==> src/rtl/seg7_pkg.sv <==
// Shared definitions for the seven-segment display arbiter: arbitration states,
// the blank glyph and the active-low hex glyph table (bit0=a ... bit6=g).
package seg7_pkg;

    typedef enum logic [1:0] {
        IDLE,
        HOLD,
        FREE
    } arb_state_t;

    localparam logic [7:0] SEG7_BLANK = 8'hFF;

    // Segments a..g only; the dp bit is added by the encoder.
    localparam logic [6:0] SEG7_GLYPH [16] = '{
        7'h40, 7'h79, 7'h24, 7'h30,
        7'h19, 7'h12, 7'h02, 7'h78,
        7'h00, 7'h10, 7'h08, 7'h03,
        7'h46, 7'h21, 7'h06, 7'h0E
    };

endpackage

==> src/rtl/hex_to_seg7.sv <==
// Combinational hex nibble to active-low seven-segment glyph; dp_i=1 lights the point.
module hex_to_seg7
    import seg7_pkg::*;
(
    input  logic [3:0] nibble_i,
    input  logic       dp_i,
    output logic [7:0] seg_o
);

    assign seg_o = {~dp_i, SEG7_GLYPH[nibble_i]};

endmodule

==> src/rtl/display_arbiter.sv <==
// Round-robin arbiter sharing a 4-digit seven-segment display between requesters,
// with a minimum hold time per grant and registered glyph outputs.
module display_arbiter
    import seg7_pkg::*;
#(
    parameter int NUM_REQ     = 4,
    parameter int HOLD_CYCLES = 50_000_000,
    parameter int HOLD_W      = 26
) (
    input  logic                   clk,
    input  logic                   rst_n,
    input  logic [NUM_REQ-1:0]     req,
    input  logic [16*NUM_REQ-1:0]  req_value,
    input  logic [4*NUM_REQ-1:0]   req_dp,
    output logic [NUM_REQ-1:0]     grant,
    output logic [2:0]             owner,
    output logic [7:0]             segment_data0,
    output logic [7:0]             segment_data1,
    output logic [7:0]             segment_data2,
    output logic [7:0]             segment_data3
);

    localparam logic [HOLD_W-1:0] HOLD_LOAD = HOLD_W'(HOLD_CYCLES - 1);

    typedef struct packed {
        logic       found;
        logic [2:0] idx;
    } pick_t;

    function automatic logic [2:0] succ(input logic [2:0] idx);
        return (int'(idx) == NUM_REQ - 1) ? 3'd0 : idx + 3'd1;
    endfunction

    // First set bit of mask at or after start, searching upward with wrap.
    function automatic pick_t rr_find(input logic [NUM_REQ-1:0] mask, input logic [2:0] start);
        pick_t p;
        int    j;
        p = '0;
        for (int k = 0; k < NUM_REQ; k++) begin
            j = (int'(start) + k) % NUM_REQ;
            if (!p.found && mask[j]) begin
                p.found = 1'b1;
                p.idx   = 3'(j);
            end
        end
        return p;
    endfunction

    arb_state_t           state_q, state_d;
    logic [NUM_REQ-1:0]   grant_q, grant_d;
    logic [2:0]           owner_q, owner_d;
    logic [2:0]           rr_ptr_q, rr_ptr_d;
    logic [HOLD_W-1:0]    cnt_q, cnt_d;
    logic [7:0]           seg_q [4];
    logic [7:0]           seg_d [4];
    logic [7:0]           glyph [4];

    logic                 owner_req;
    logic [NUM_REQ-1:0]   others;
    pick_t                idle_pick, hand_pick;
    logic                 handover, take_en;
    logic [2:0]           take_idx;
    logic [15:0]          owner_value;
    logic [3:0]           owner_dp;

    assign owner_req = |(grant_q & req);
    assign others    = req & ~grant_q;
    assign idle_pick = rr_find(req, rr_ptr_q);
    // The owner is masked out, so a handover can never re-grant the same requester.
    assign hand_pick = rr_find(others, succ(owner_q));

    always_comb begin
        state_d  = state_q;
        grant_d  = grant_q;
        owner_d  = owner_q;
        rr_ptr_d = rr_ptr_q;
        cnt_d    = cnt_q;
        handover = 1'b0;
        take_en  = 1'b0;
        take_idx = '0;

        case (state_q)
            IDLE: begin
                take_en  = idle_pick.found;
                take_idx = idle_pick.idx;
            end
            HOLD: begin
                if (!owner_req) begin
                    handover = 1'b1;
                end else if (cnt_q == '0) begin
                    state_d = FREE;
                end else begin
                    cnt_d = cnt_q - 1'b1;
                end
            end
            FREE: begin
                handover = !owner_req || (others != '0);
            end
            default: state_d = IDLE;
        endcase

        if (handover) begin
            if (hand_pick.found) begin
                take_en  = 1'b1;
                take_idx = hand_pick.idx;
            end else begin
                state_d = IDLE;
                grant_d = '0;
                owner_d = '0;
            end
        end

        if (take_en) begin
            state_d  = HOLD;
            grant_d  = {{(NUM_REQ-1){1'b0}}, 1'b1} << take_idx;
            owner_d  = take_idx;
            rr_ptr_d = succ(take_idx);
            cnt_d    = HOLD_LOAD;
        end
    end

    always_comb begin
        owner_value = '0;
        owner_dp    = '0;
        for (int i = 0; i < NUM_REQ; i++) begin
            if (owner_q == 3'(i)) begin
                owner_value = req_value[16*i +: 16];
                owner_dp    = req_dp[4*i +: 4];
            end
        end
    end

    for (genvar gi = 0; gi < 4; gi++) begin : g_digit
        hex_to_seg7 u_hex (
            .nibble_i (owner_value[4*gi +: 4]),
            .dp_i     (owner_dp[gi]),
            .seg_o    (glyph[gi])
        );
        assign seg_d[gi] = (grant_q != '0) ? glyph[gi] : SEG7_BLANK;
    end

    always_ff @(posedge clk or negedge rst_n) begin
        if (!rst_n) begin
            state_q  <= IDLE;
            grant_q  <= '0;
            owner_q  <= '0;
            rr_ptr_q <= '0;
            cnt_q    <= '0;
            for (int i = 0; i < 4; i++) seg_q[i] <= SEG7_BLANK;
        end else begin
            state_q  <= state_d;
            grant_q  <= grant_d;
            owner_q  <= owner_d;
            rr_ptr_q <= rr_ptr_d;
            cnt_q    <= cnt_d;
            for (int i = 0; i < 4; i++) seg_q[i] <= seg_d[i];
        end
    end

    assign grant         = grant_q;
    assign owner         = owner_q;
    assign segment_data0 = seg_q[0];
    assign segment_data1 = seg_q[1];
    assign segment_data2 = seg_q[2];
    assign segment_data3 = seg_q[3];

endmodule
==> config.mk <==
export PLATFORM = sky130hd
export DESIGN_NAME = display_arbiter
export DESIGN_NICKNAME = d
export VERILOG_FILES = /design/src/rtl/seg7_pkg.sv /design/src/rtl/hex_to_seg7.sv /design/src/rtl/display_arbiter.sv
export SDC_FILE = /design/constraint.sdc
export NUM_CORES = 1
export LEC_CHECK = 0
export ABC_AREA = 1
export BUFFER_PORTS_ARGS = -buffer_cell sky130_fd_sc_hd__buf_4
export CAP_MARGIN = 0
export CORE_ASPECT_RATIO = 1.1
export CORE_MARGIN = 1
export CORE_UTILIZATION = 55
export DETAILED_ROUTE_END_ITERATION = 10
export MAX_ROUTING_LAYER = met4
export PLACE_DENSITY = 0.86
export SKIP_LAST_GASP = 1
export SLEW_MARGIN = 20
export SYNTH_ARGS = -nofsm -noshare
export SYNTH_HDL_FRONTEND = slang
export SYNTH_SLANG_ARGS = --single-unit
==> constraint.sdc <==
create_clock -name clk -period 3 [get_ports clk]
set_input_delay 0.3 -clock clk [delete_from_list [all_inputs] [get_ports clk]]
set_output_delay 0.3 -clock clk [all_outputs]
set_load 0.005 [all_outputs]
# [Word level (Yosys, flattened, before mapping)]
# Memory sizes are Yosys's and may differ from the RTL's.
# Cells that the tools add are included.
[totals] word_cells=169 in_bits=86 output_inout_bits=39 memories=4 reg_bits=69 romBits=448
[classes] n_addsub=9 n_eq_ne=9 n_shift=1 mux=76 bitwise_logic=17 magnitude_cmp=12 reduce_logical=32
[mem_list] name="(no name shown)" words=16 word_bits=7 rd=1 rd_clocked_by_memory_dff=0 write_ports=0 line="hex_to_seg7.sv:10" text="assign seg_o = {~dp_i, SEG7_GLYPH[nibble_i]};"
[mem_list] name="(no name shown)" words=16 word_bits=7 rd=1 rd_clocked_by_memory_dff=0 write_ports=0 line="hex_to_seg7.sv:10"
[mem_list] name="(no name shown)" words=16 word_bits=7 rd=1 rd_clocked_by_memory_dff=0 write_ports=0 line="hex_to_seg7.sv:10"
[mem_list] name="(no name shown)" words=16 word_bits=7 rd=1 rd_clocked_by_memory_dff=0 write_ports=0 line="hex_to_seg7.sv:10"
[op_table] op="$mux W26" count=4
[op_table] op="$mux W16" count=4
[op_table] op="$mux W4" count=15
[op_table] op="$mux W7" count=8
[op_table] op="$mux W8" count=4
[op_table] op="$logic_not A26 Y1" count=1
[op_table] op="$sub A26 B1 Y26 const B" count=1
[op_table] op="$lt A3 B4 Y1 const B" count=6
[op_table] op="$ge A5 B5 Y1 const B" count=4
[op_table] op="$not A4 Y5" count=4
[op_table] op="$mux W1" count=18
[op_table] op="$mux W3" count=6
[op_table] op="$bmux W1 S2" count=8
[op_table] op="$mux W2" count=7
[op_table] op="$reduce_or A2 Y1" count=7
[op_table] op="$add A2 B1 Y2 const B" count=4
[op_table] op="$add A2 B2 Y2 const B" count=4
[op_table] op="$and A4 B4 Y4" count=2
[op_table] op="$reduce_bool A4 Y1" count=2
[op_table] op="$logic_not A1 Y1" count=7
[op_table] op="$and A1 B1 Y1 const A" count=6
[op_table] op="$eq A3 B2 Y1 const B" count=2
[op_table] op="$eq A3 B3 Y1 const B" count=2
[op_table] op="$logic_and A1 B1 Y1" count=6
[op_table] op="other kinds (18)" count=24

# [Depth between registers and ports, before layout]
# Gate-level depths: netlist of the first run.
[logic_depth] ltp_word=20 depth_mapped=18 ltp_nobuf=17

# [Hierarchy]
# Synthesis of the first run repeated with hierarchy kept, for this count alone.
[unflattened] hier_cells=883 hier_area_um2=5741.8
[by_module_without_submodules] mod="display_arbiter" n_inst=1 cells_per_inst=683 area_each_um2=4630.7 seq_area_each_um2=1741.7
[by_module_without_submodules] mod="hex_to_seg7" n_inst=4 cells_per_inst=50 area_each_um2=277.8 seq_area_each_um2=0.0

# [Least setup slack after synthesis of the first run]
# No wires, ideal clock.
[synth_timing] path_kind="reg2reg" from="register owner_q[0], in the netlist owner[0]" to="register seg_q, in the netlist segment_data2[0]" required_ps=2920 setup_time_ps=80 path_buffers=2 synth_period_minus_slack_ps=2191 slack_ps=809 t_arrival_ps=2112 stages_incl_launch_ff=14 cell_sequence="dfrtp_1 -> inv_1 -> ha_1 -> buf_2 -> buf_2 -> a21oi_1 -> nand2_1 -> o21ai_0 -> inv_1 -> ha_1 -> nand2_1 -> nand2_1 -> a21oi_1 -> nand2_1"
[synth_lines] item="from (decl)" line="display_arbiter.sv:51" text="logic [2:0] owner_q, owner_d;"
[synth_lines] item="from (signal assigned)" line="display_arbiter.sv:153" text="owner_q <= owner_d;"
[synth_lines] item="to (decl)" line="display_arbiter.sv:54" text="logic [7:0] seg_q [4];"

==> reports/qor.yml, run 1 <==
detailed_routing:
  vias_per_cell: 5.36
  drc: 0
  postRouteAntennaNets: 0
  wl_per_cell_um: 13.6
  drt_first_pass_iters: 5
  drt_iter0_drc: 277
  via_count: 5436
  drt_wl_total_um: 13700
grt:
  grt_pass1_vias: 4976
  antenna_found_initial: 0
  grtUsageTotal_pct: 29.0
  grt_pass1_wl_um: 22400
  grt_max_degree: 69
  gr-total-overflow: 0
placement:
  place_congestion: 0.977
  io_buffers: 123
  dpl.hpwl_um: 10700
  pre_cts_ws_ns: 0.529
setup_path:
  ff2ff_path_depth: 10
  crit_buf_inv: 2
  path_cells: "inv_1 -> ha_1 -> inv_1 -> nand2_1 -> nand2_1 -> o21ai_0 -> ha_1 -> o21ai_0 -> nand2_1 -> nand3_1"
  path_class: "flip-flop to flip-flop"
  worstReg2RegStart: "owner[0]"
  cp.arrival_ns: 2.81
  cp-end-kind: "flip-flop"
  worst-path-max-fanout: 16
  path_common_cell: "nand2_1"
  cpLargestDelayFamily: "adder cells"
  slowest_stage: "dfrtp_1"
  r2r_slack_ns: 0.49
  critPathLaunchType: "flip-flop"
  timing.rr.end: "segment_data3[3]"
  crit_required_ns: 3.30
  slowest_delay_ns: 0.45
synth:
  yosys-top-cells-area: "nand2_1, dfrtp_1, dfstp_2"
  synthesis.nets: 902
  synth_top_area_share_pct: 19.0
  synth_seq_cells: 68
  synth_top_area_cell: "nand2_1"
  syn_avg_cell_area_um2: 6.92
  synth_area_um2: 5390
  ys_types: 38
  synth_cells: 779
  synth_edf_count: 0
  seq_area_frac_synth_pct: 32.3
  async_flop_share_pct: 100
  ys.flop_type: "dfrtp_1"
  ys_warn_count: 0
pwr:
  p_per_area_nw_per_um2: 1090
  ir_drop_mv: 0.608
  p_leak_nw: 3.27
finish:
  final_nets: 1015
  n_fill_cell: 821
  syn2layout_area_growth_pct: 20.8
  drive_gt1_share_pct: 24.7
  antenna_cells: 0
floorplan:
  dieArea_um2: 10200
  die_h_um: 106
  start_util_pct: 57.1
  die_x_um: 96.4
  io-pin-count: 125
  rows: 37
  coreArea_um2: 9440
cts:
  clockBufferDepth: 2
  postCtsHoldBufs: 0
  path_clk_slew_ns: 0.08
  htreeDepth: 3
  clock_latency_ns: 0.36
  ctsResizeCount: 0
  cts_sinks: 68
  cts_tree: "done"
  cts-root-buf: "clkbuf_8"
  post_cts_buffers: 0
  cts_buffers: 9
timing:
  timing.slew.headroom_pct: 44.4
  fmax_ghz: 0.398
  period_share_pct: 83.7
  min_period_ns: 2.51
  setup_viol: 0
  rsz0062_at_grt: "false"
  drv_slew: 0
  fin_ws_ns: 0.490
  worstMarginPinSlew_ns: 0.834
  setup_tns_ns: 0
  clock-skew-final_ns: 0.0106
  finalHoldViolCount: 0
flow_run:
  drv_cap: 0
status:
  outcome: "complete, no violations"
min_path:
  hold_path_class: "primary input to asynchronous set/reset pin"
## state kept, by name, summed over array words and instances (netlist names)
signal and count:
segment_data3 8, segment_data2 8, cnt_q 26, segment_data1 8, rr_ptr_q 2, grant 4
segment_data0 8, state_q 2, owner 2
## report_power, final
| group | switching [mW] | total (mW) | internal, mW |
|---|---|---|---|
| clock network | 0.393 | 0.788 | 0.395 |
| logic | 3.06 | 4.76 | 1.70 |
| registers | 0.176 | 1.58 | 1.40 |
## layer usage
metal	up-vias	share of wire, %	track usage, %
met3	31	5.9	3.46
met4	0	3.1	12.8
met1	2451	43	36.3
met5	-	0	-
met2	202	48	46.7
li1	2752	-	-
## worst reg2reg max path: stages (launching register included)
cell and delay (ns):
dfrtp_1 0.45, inv_1 0.12, ha_1 0.23, inv_1 0.38, nand2_1 0.13, nand2_1 0.07
o21ai_0 0.27, ha_1 0.41, o21ai_0 0.22, nand2_1 0.08, nand3_1 0.08
## cell families (layout without fill, tap and decap cells)
family	count (synthesis)	count (layout)	share of synthesized area, %
other	1	1	0.0695
AOI/OAI and AO/OA	110	110	12.0
buffers and inverters	90	208	7.94
adders and majority gates	37	37	8.58
and+or+nand+nor	464	464	37.7
xor gates and xnor gates	9	9	1.46
DFF	68	68	32.3
## worst max path at each step
stage / cells past startpoint / slack (ns) / from / to
after floorplan: 13 / 0.81 / owner[0] / segment_data2[0]
after global placement: 14 / 0.58 / owner[0] / segment_data0[6]
after detailed placement: 14 / 0.53 / owner[0] / segment_data0[6]
after CTS: 14 / 0.50 / owner[0] / segment_data0[6]
after global routing: 14 / 0.21 / owner[0] / segment_data0[6]
final: 10 / 0.49 / owner[0] / segment_data3[3]
## Yosys cell counts (all sizes together) (3+ instances only)
master	count
nand2	283
nand3	84
nor2	70
inv	64
o21ai	51
ha	37
dfrtp	36
dfstp	32
a21oi	26
buf	23
o211ai	22
a22oi	8
or2	8
nand3b	6
xor2	6
nand4	5
nor3	4
clkbuf	3
nor4	3
xnor2	3
## metrics by stage
step	util, %	power [mW]	hold WS (ns)	instance area (um^2)	instances
after global routing	69.0	7.84	0.0852	6520	1014
final	69.0	7.13	0.0277	6520	1014
after CTS	69.0	7.12	0.0678	6520	1014
after floorplan	-	5.14	0.00441	5390	779
after detailed placement	66.8	6.30	0.453	6310	998
after global placement	66.8	6.23	0.444	6310	998
## cell type report
class	count	area [um^2]	share of cell area [%]
sequential	68	1740	26.7
inverter	64	240	3.69
tap	117	146	2.25
clock inverter	7	80.1	1.23
clock buffer	9	124	1.90
multi-input combinational	621	3220	49.5
timing repair buffer	128	961	14.7
## placed cells by master (no fill, tap or decap), types with 2 or more instances in the layout
cell type	synthesis	routed
nor3_1	4	4
clkinv_4	0	2
xor2_1	6	6
nand4_1	4	4
o211ai_1	21	21
clkbuf_8	0	9
a22oi_1	8	8
a21oi_1	26	26
nor2_2	12	12
nand2_1	273	273
nand2_2	7	7
inv_6	0	3
dfrtp_1	36	36
nor2_4	2	2
xnor2_1	3	3
dfstp_2	32	32
nand2_4	3	3
nand3_1	81	81
nand3_2	3	3
nand3b_1	6	6
nor4_1	3	3
inv_2	10	10
o21ai_0	49	49
inv_1	54	54
or2_2	7	7
buf_4	5	128
o21ai_1	2	2
nor2_1	56	56
ha_1	37	37
Power figures use the tool's default switching activity.
==> run 2: changes to the inputs <==
--- a/config.mk
+++ b/config.mk
@@ -10,10 +10,10 @@
 export CAP_MARGIN = 0
 export CORE_ASPECT_RATIO = 1.1
 export CORE_MARGIN = 1
-export CORE_UTILIZATION = 55
+export CORE_UTILIZATION = 50
 export DETAILED_ROUTE_END_ITERATION = 10
 export MAX_ROUTING_LAYER = met4
-export PLACE_DENSITY = 0.86
+export PLACE_DENSITY = 0.83
 export SKIP_LAST_GASP = 1
 export SLEW_MARGIN = 20
 export SYNTH_ARGS = -nofsm -noshare
==> constraint.sdc (replaced) <==
create_clock -name clk -period 2.15 [get_ports clk]
set_input_delay 0.215 -clock clk [delete_from_list [all_inputs] [get_ports clk]]
set_output_delay 0.215 -clock clk [all_outputs]
set_load 0.005 [all_outputs]
==> run 2 against run 1 <==
Effect of this change:
- maximum frequency is 18% higher
- clock-buffer cell count up 1
- the flow now finishes with violations (hold timing)
- final cell count rose by 8.5%
- clock power grew 100%
- clock skew shrank 0.0046 ns
- largest power group unchanged
- sequential share of layout area down 3.0 points
- sequential power rose by 41%
- critical endpoint is now rr_ptr_q[1]
- global-route usage shrank 0.17 points
==> reports/qor.yml, run 2 (synthesized netlist as in run 1, its figures left out) <==
finish:
  drive_gt1_share_pct: 35.0
  final_nets: 1075
  final_util_pct: 70.5
  stdcell_count: 1100
  syn2layout_area_growth_pct: 36.6
  antenna_cells: 0
  largest_reg_flops: 26
  layout_commonest_cell: "nand2_1"
  regMostFlops: "cnt_q"
  final_cell_mix: "nand2_1, buf_4, nand3_1, nor2_1, inv_1"
timing:
  rsz0062_at_grt: "true"
  whs_ns: -0.0418
  clock-skew-final_ns: 0.00605
  setup_viol: 0
  min_period_ns: 2.13
  worstMarginPinSlew_ns: 0.855
  drv_slew: 0
  finalHoldViolCount: 20
  timing.slew.headroom_pct: 43.0
  period_share_pct: 99.2
  fmax_ghz: 0.469
setup_path:
  path_class: "flip-flop to flip-flop"
  slowest_stage: "dfrtp_2"
  path_cells: "ha_4 -> nor2_4 -> nand2_1 -> nand2_2 -> nand2_2 -> nand2_2 -> nand2_1 -> nor2_1 -> a21oi_1 -> nand2_2 -> nand2_4 -> ha_4 -> nand2_1 -> o21ai_1"
  timing.rr.end: "rr_ptr_q[1]"
  critPathLaunchType: "flip-flop"
  r2r_slack_ns: 0.02
  ff2ff_path_depth: 14
  worstReg2RegStart: "owner[0]"
  slowest_delay_ns: 0.46
  path_common_cell: "nand2_2"
  crit_required_ns: 2.41
  cpLargestDelayFamily: "simple AND/OR/NAND/NOR gates"
  crit_buf_inv: 0
  worst-path-max-fanout: 7
  cp-end-kind: "flip-flop"
  cp.arrival_ns: 2.40
placement:
  place_congestion: 0.959
  io_buffers: 123
  dpl.hpwl_um: 11500
  dpl.cell_count: 1076
detailed_routing:
  via_count: 5840
  wl_per_cell_um: 14.0
  drc: 0
  drt_first_pass_iters: 6
  drt_iter0_drc: 269
  drt_wl_total_um: 15400
  vias_per_cell: 5.31
  postRouteAntennaNets: 0
pwr:
  ir_drop_mv: 0.908
  total_power_mw: 12.4
  p_per_area_nw_per_um2: 1690
  p_leak_nw: 3.64
floorplan:
  coreArea_um2: 10400
  die_x_um: 101
  rows: 39
  die_h_um: 111
  start_util_pct: 51.6
  io-pin-count: 125
  dieArea_um2: 11200
cts:
  cts_buffers: 9
  clock_latency_ns: 0.34
  postCtsHoldBufs: 0
  cts_sinks: 68
  path_clk_slew_ns: 0.06
  cts-root-buf: "clkbuf_16"
  htreeDepth: 3
  cts_tree: "done"
  clockBufferDepth: 2
grt:
  antenna_found_initial: 0
  grt_pass1_vias: 5515
  grt_pass1_wl_um: 24900
  grtUsageTotal_pct: 28.8
  grt_max_degree: 69
  gr-total-overflow: 0
min_path:
  hold_path_class: "primary input to asynchronous set/reset pin"
status:
  violations: "hold timing"
  outcome: "finished with violations"
flow_run:
  drv_cap: 0
[run 2: changes by cell type in the layout (fill, tap and decap cells not counted), moves of 4 or more]
cell	delta
clkbuf_16	+10
ha_1	-7
inv_2	+4
clkbuf_8	-9
inv_4	+5
nand2_2	+17
inv_1	-8
buf_4	+57
nand2_4	+4
nand2_1	-22
o21ai_2	+8
o21ai_0	-13
o21ai_1	+4
ha_2	+4
[run 2: power by group]
group | total, mW | switching [mW] | internal (mW)
sequential | 2.23 | 0.257 | 1.97
clock | 1.58 | 0.603 | 0.976
combinational | 8.62 | 5.01 | 3.61
total | 12.4 | 5.87 | 6.55
[run 2: how the worst max path moves through the flow]
| stage | depth (start not counted) | endpoint | from |
|---|---|---|---|
| finish | 14 | rr_ptr_q[1] | owner[0] |
| global route | 14 | rr_ptr_q[1] | owner[0] |
| CTS | 15 | grant[0] | owner[0] |
| detailed placement | 15 | grant[0] | owner[0] |
| global placement | 15 | grant[0] | owner[0] |
| floorplan | 13 | segment_data2[0] | owner[0] |
[run 2: what timing repair did]
action | in CTS | in global routing
resized for setup | 16 | 63
setup endpoints to repair | 21 | 34
pin swaps | 0 | 19
cloned | 0 | 0
setup buffers | 2 | 6
[run 2: stage by stage]
step / cell area [um^2] / hold WS [ns] / TNS, ns / worst slack [ns]
global placement: 6760 / 0.370 / -0.256 / -0.0656
global route: 7370 / 0.0260 / -1.26 / -0.155
detailed placement: 6760 / 0.380 / -1.18 / -0.140
CTS: 7130 / 0.0203 / -0.166 / -0.0694
finish: 7370 / -0.0418 / 0 / 0.0172
floorplan: 5390 / -0.0806 / -0.00378 / -0.00189
[run 2: area by class of cell]
| type | instances | area [um^2] |
|---|---|---|
| clock buffer | 10 | 250 |
| sequential | 68 | 1750 |
| tap | 143 | 179 |
| timing repair buffer | 188 | 1440 |
| clock inverter | 6 | 67.6 |
| multi-input combinational | 621 | 3430 |
| fill | 853 | 3080 |
| inverter | 64 | 250 |
[run 2: metal layers]
| metal | global-route usage, % | vias to the layer above | routed length, um |
|---|---|---|---|
| li1 | - | 2881 | - |
| met1 | 34.9 | 2718 | 6230 |
| met2 | 47.6 | 216 | 7870 |
| met3 | 5.17 | 25 | 954 |
| met4 | 10.7 | 0 | 338 |
| met5 | - | - | 0 |
==> run 3: changes to the inputs <==
--- a/config.mk
+++ b/config.mk
@@ -10,10 +10,10 @@
 export CAP_MARGIN = 0
 export CORE_ASPECT_RATIO = 1.1
 export CORE_MARGIN = 1
-export CORE_UTILIZATION = 50
+export CORE_UTILIZATION = 55
 export DETAILED_ROUTE_END_ITERATION = 10
 export MAX_ROUTING_LAYER = met4
-export PLACE_DENSITY = 0.83
+export PLACE_DENSITY = 0.86
 export SKIP_LAST_GASP = 1
 export SLEW_MARGIN = 20
 export SYNTH_ARGS = -nofsm -noshare
==> constraint.sdc (replaced) <==
create_clock -name clk -period 2.3 [get_ports clk]
set_input_delay 0.23 -clock clk [delete_from_list [all_inputs] [get_ports clk]]
set_output_delay 0.23 -clock clk [all_outputs]
set_load 0.005 [all_outputs]
==> run 3 against run 2 <==
Effect of this change:
- via count is 3.2% lower
- largest cell class unchanged
- the flow now finishes without violations
- largest power group unchanged
- non-clock buffer count is 39 lower
- sequential power decreased by 8%
- clock power decreased by 35%
- global-route usage rose by 0.054 points
- clock skew increased by 0.0061 ns
- sequential cell count unchanged
- clock-buffer cell count shrank 1
==> reports/qor.yml, run 3 (synthesized netlist as in run 1, its figures left out) <==
floorplan:
  die_h_um: 106
  io-pin-count: 125
  start_util_pct: 57.1
  die_x_um: 96.4
  coreArea_um2: 9440
  dieArea_um2: 10200
  rows: 37
cts:
  clockBufferDepth: 2
  cts_tree: "done"
  cts_sinks: 68
  htreeDepth: 3
  cts-root-buf: "clkbuf_8"
  path_clk_slew_ns: 0.08
  cts_buffers: 9
  clock_latency_ns: 0.36
placement:
  dpl.hpwl_um: 10700
  place_congestion: 0.921
  pre_cts_ws_ns: -0.0905
  io_buffers: 123
timing:
  drv_slew: 0
  setup_viol: 0
  finalHoldViolCount: 0
  min_period_ns: 2.19
  whs_ns: 0.0364
  rsz0062_at_grt: "true"
  setup_tns_ns: 0
  period_share_pct: 95.4
  worstMarginPinSlew_ns: 0.818
  fmax_ghz: 0.456
  fin_ws_ns: 0.105
  timing.slew.headroom_pct: 45.5
  clock-skew-final_ns: 0.0121
setup_path:
  slowest_delay_ns: 0.46
  critPathLaunchType: "flip-flop"
  cp-end-kind: "flip-flop"
  slowest_stage: "dfrtp_2"
  path_class: "flip-flop to flip-flop"
  worst-path-max-fanout: 5
  crit_required_ns: 2.55
  cp.arrival_ns: 2.44
  path_cells: "inv_2 -> ha_4 -> buf_4 -> nand2_1 -> nand2_2 -> nand2_2 -> nand2_2 -> and2_1 -> nand2_1 -> nand2_1 -> nand2_2 -> nand2_4 -> ha_1 -> nand2_1 -> o21ai_1"
detailed_routing:
  via_count: 5655
  drc: 0
  drt_wl_total_um: 14000
  drt_iter0_drc: 331
  postRouteAntennaNets: 0
  drt_first_pass_iters: 7
  vias_per_cell: 5.46
  wl_per_cell_um: 13.6
finish:
  antenna_cells: 0
  final_nets: 1036
  multi_input_area_um2: 3320
  seqCellArea_um2: 1740
  regMostFlops: "cnt_q"
  syn2layout_area_growth_pct: 26.3
  drive_gt1_share_pct: 29.1
  n_fill_cell: 794
  largest_reg_flops: 26
  final_cell_mix: "nand2_1, buf_4, nand3_1, nor2_1, inv_1"
  layout_commonest_cell: "nand2_1"
grt:
  gr-total-overflow: 0
  grt_pass1_vias: 5085
  grtUsageTotal_pct: 28.9
  grt_pass1_wl_um: 22400
  grt_max_degree: 69
  antenna_found_initial: 0
pwr:
  p_leak_nw: 3.39
  ir_drop_mv: 0.785
  p_per_area_nw_per_um2: 1480
flow_run:
  drv_cap: 0
status:
  outcome: "complete, no violations"
min_path:
  hold_path_class: "primary input to flip-flop"
==> run 3: final timing paths <==
kind	startpoint	endpoint	slack, ns	depth (start not counted)
hold reg to reg	cnt_q[0]	cnt_q[0]	0.51	2
setup / recovery	owner[0]	rr_ptr_q[1]	0.11	15
min in group asynchronous	rst_n	rr_ptr_q[0]	0.51	2
max in group asynchronous	rst_n	owner[1]	1.21	2
setup reg to reg	owner[0]	rr_ptr_q[1]	0.11	15
hold / removal	req_dp[13]	segment_data1[7]	0.04	2
==> run 3: power breakdown <==
| group | switching (mW) | internal [mW] |
|---|---|---|
| Combinational | 4.30 | 2.68 |
| Sequential | 0.226 | 1.84 |
| Clock | 0.512 | 0.518 |
==> run 3: timing repair <==
action,4_1_cts,5_1_grt
hold buffers,1,0
hold endpoints to repair,19,0
pin swaps,0,1
endpoints found under the setup margin,11,31
resized for setup,7,33
buffers inserted,0,3
==> run 3: area by class of cell <==
| cell class | count | area share (%) |
|---|---|---|
| multi-input cells | 621 | 48.7 |
| flip-flops and latches | 68 | 25.6 |
| repair buffers | 149 | 17.0 |
| inverters | 64 | 3.53 |
| well taps | 117 | 2.15 |
| clock buffers | 9 | 1.82 |
| clock inverters | 7 | 1.18 |
==> run 3: critical path, delay by kind of cell, from the launching register on <==
| kind | cells | cell delay [ns] |
|---|---|---|
| adders and majority gates | 2 | 0.48 |
| DFF | 1 | 0.46 |
| and+or+nand+nor | 10 | 0.82 |
| AOI/OAI and AO/OA | 1 | 0.06 |
| buffers and inverters | 2 | 0.25 |
==> run 3: routing by layer <==
| metal | track usage (%) | up-vias | part of all wire, % |
|---|---|---|---|
| met3 | 5.19 | 28 | 6.7 |
| met2 | 48.9 | 246 | 51 |
| met5 | - | - | 0 |
| met4 | 9.35 | 0 | 2.3 |
| met1 | 34.3 | 2580 | 40 |
| li1 | - | 2801 | - |
==> run 3: per-stage QoR <==
stage | power [mW] | cells | cell area (um^2) | util, %
finish | 10.1 | 1035 | 6810 | 72.1
detailed placement | 8.59 | 1015 | 6480 | 68.6
CTS | 9.72 | 1032 | 6700 | 71.0
global placement | 8.49 | 1015 | 6480 | 68.6
global route | 11.0 | 1035 | 6810 | 72.1
floorplan | 6.71 | 779 | 5390 | -
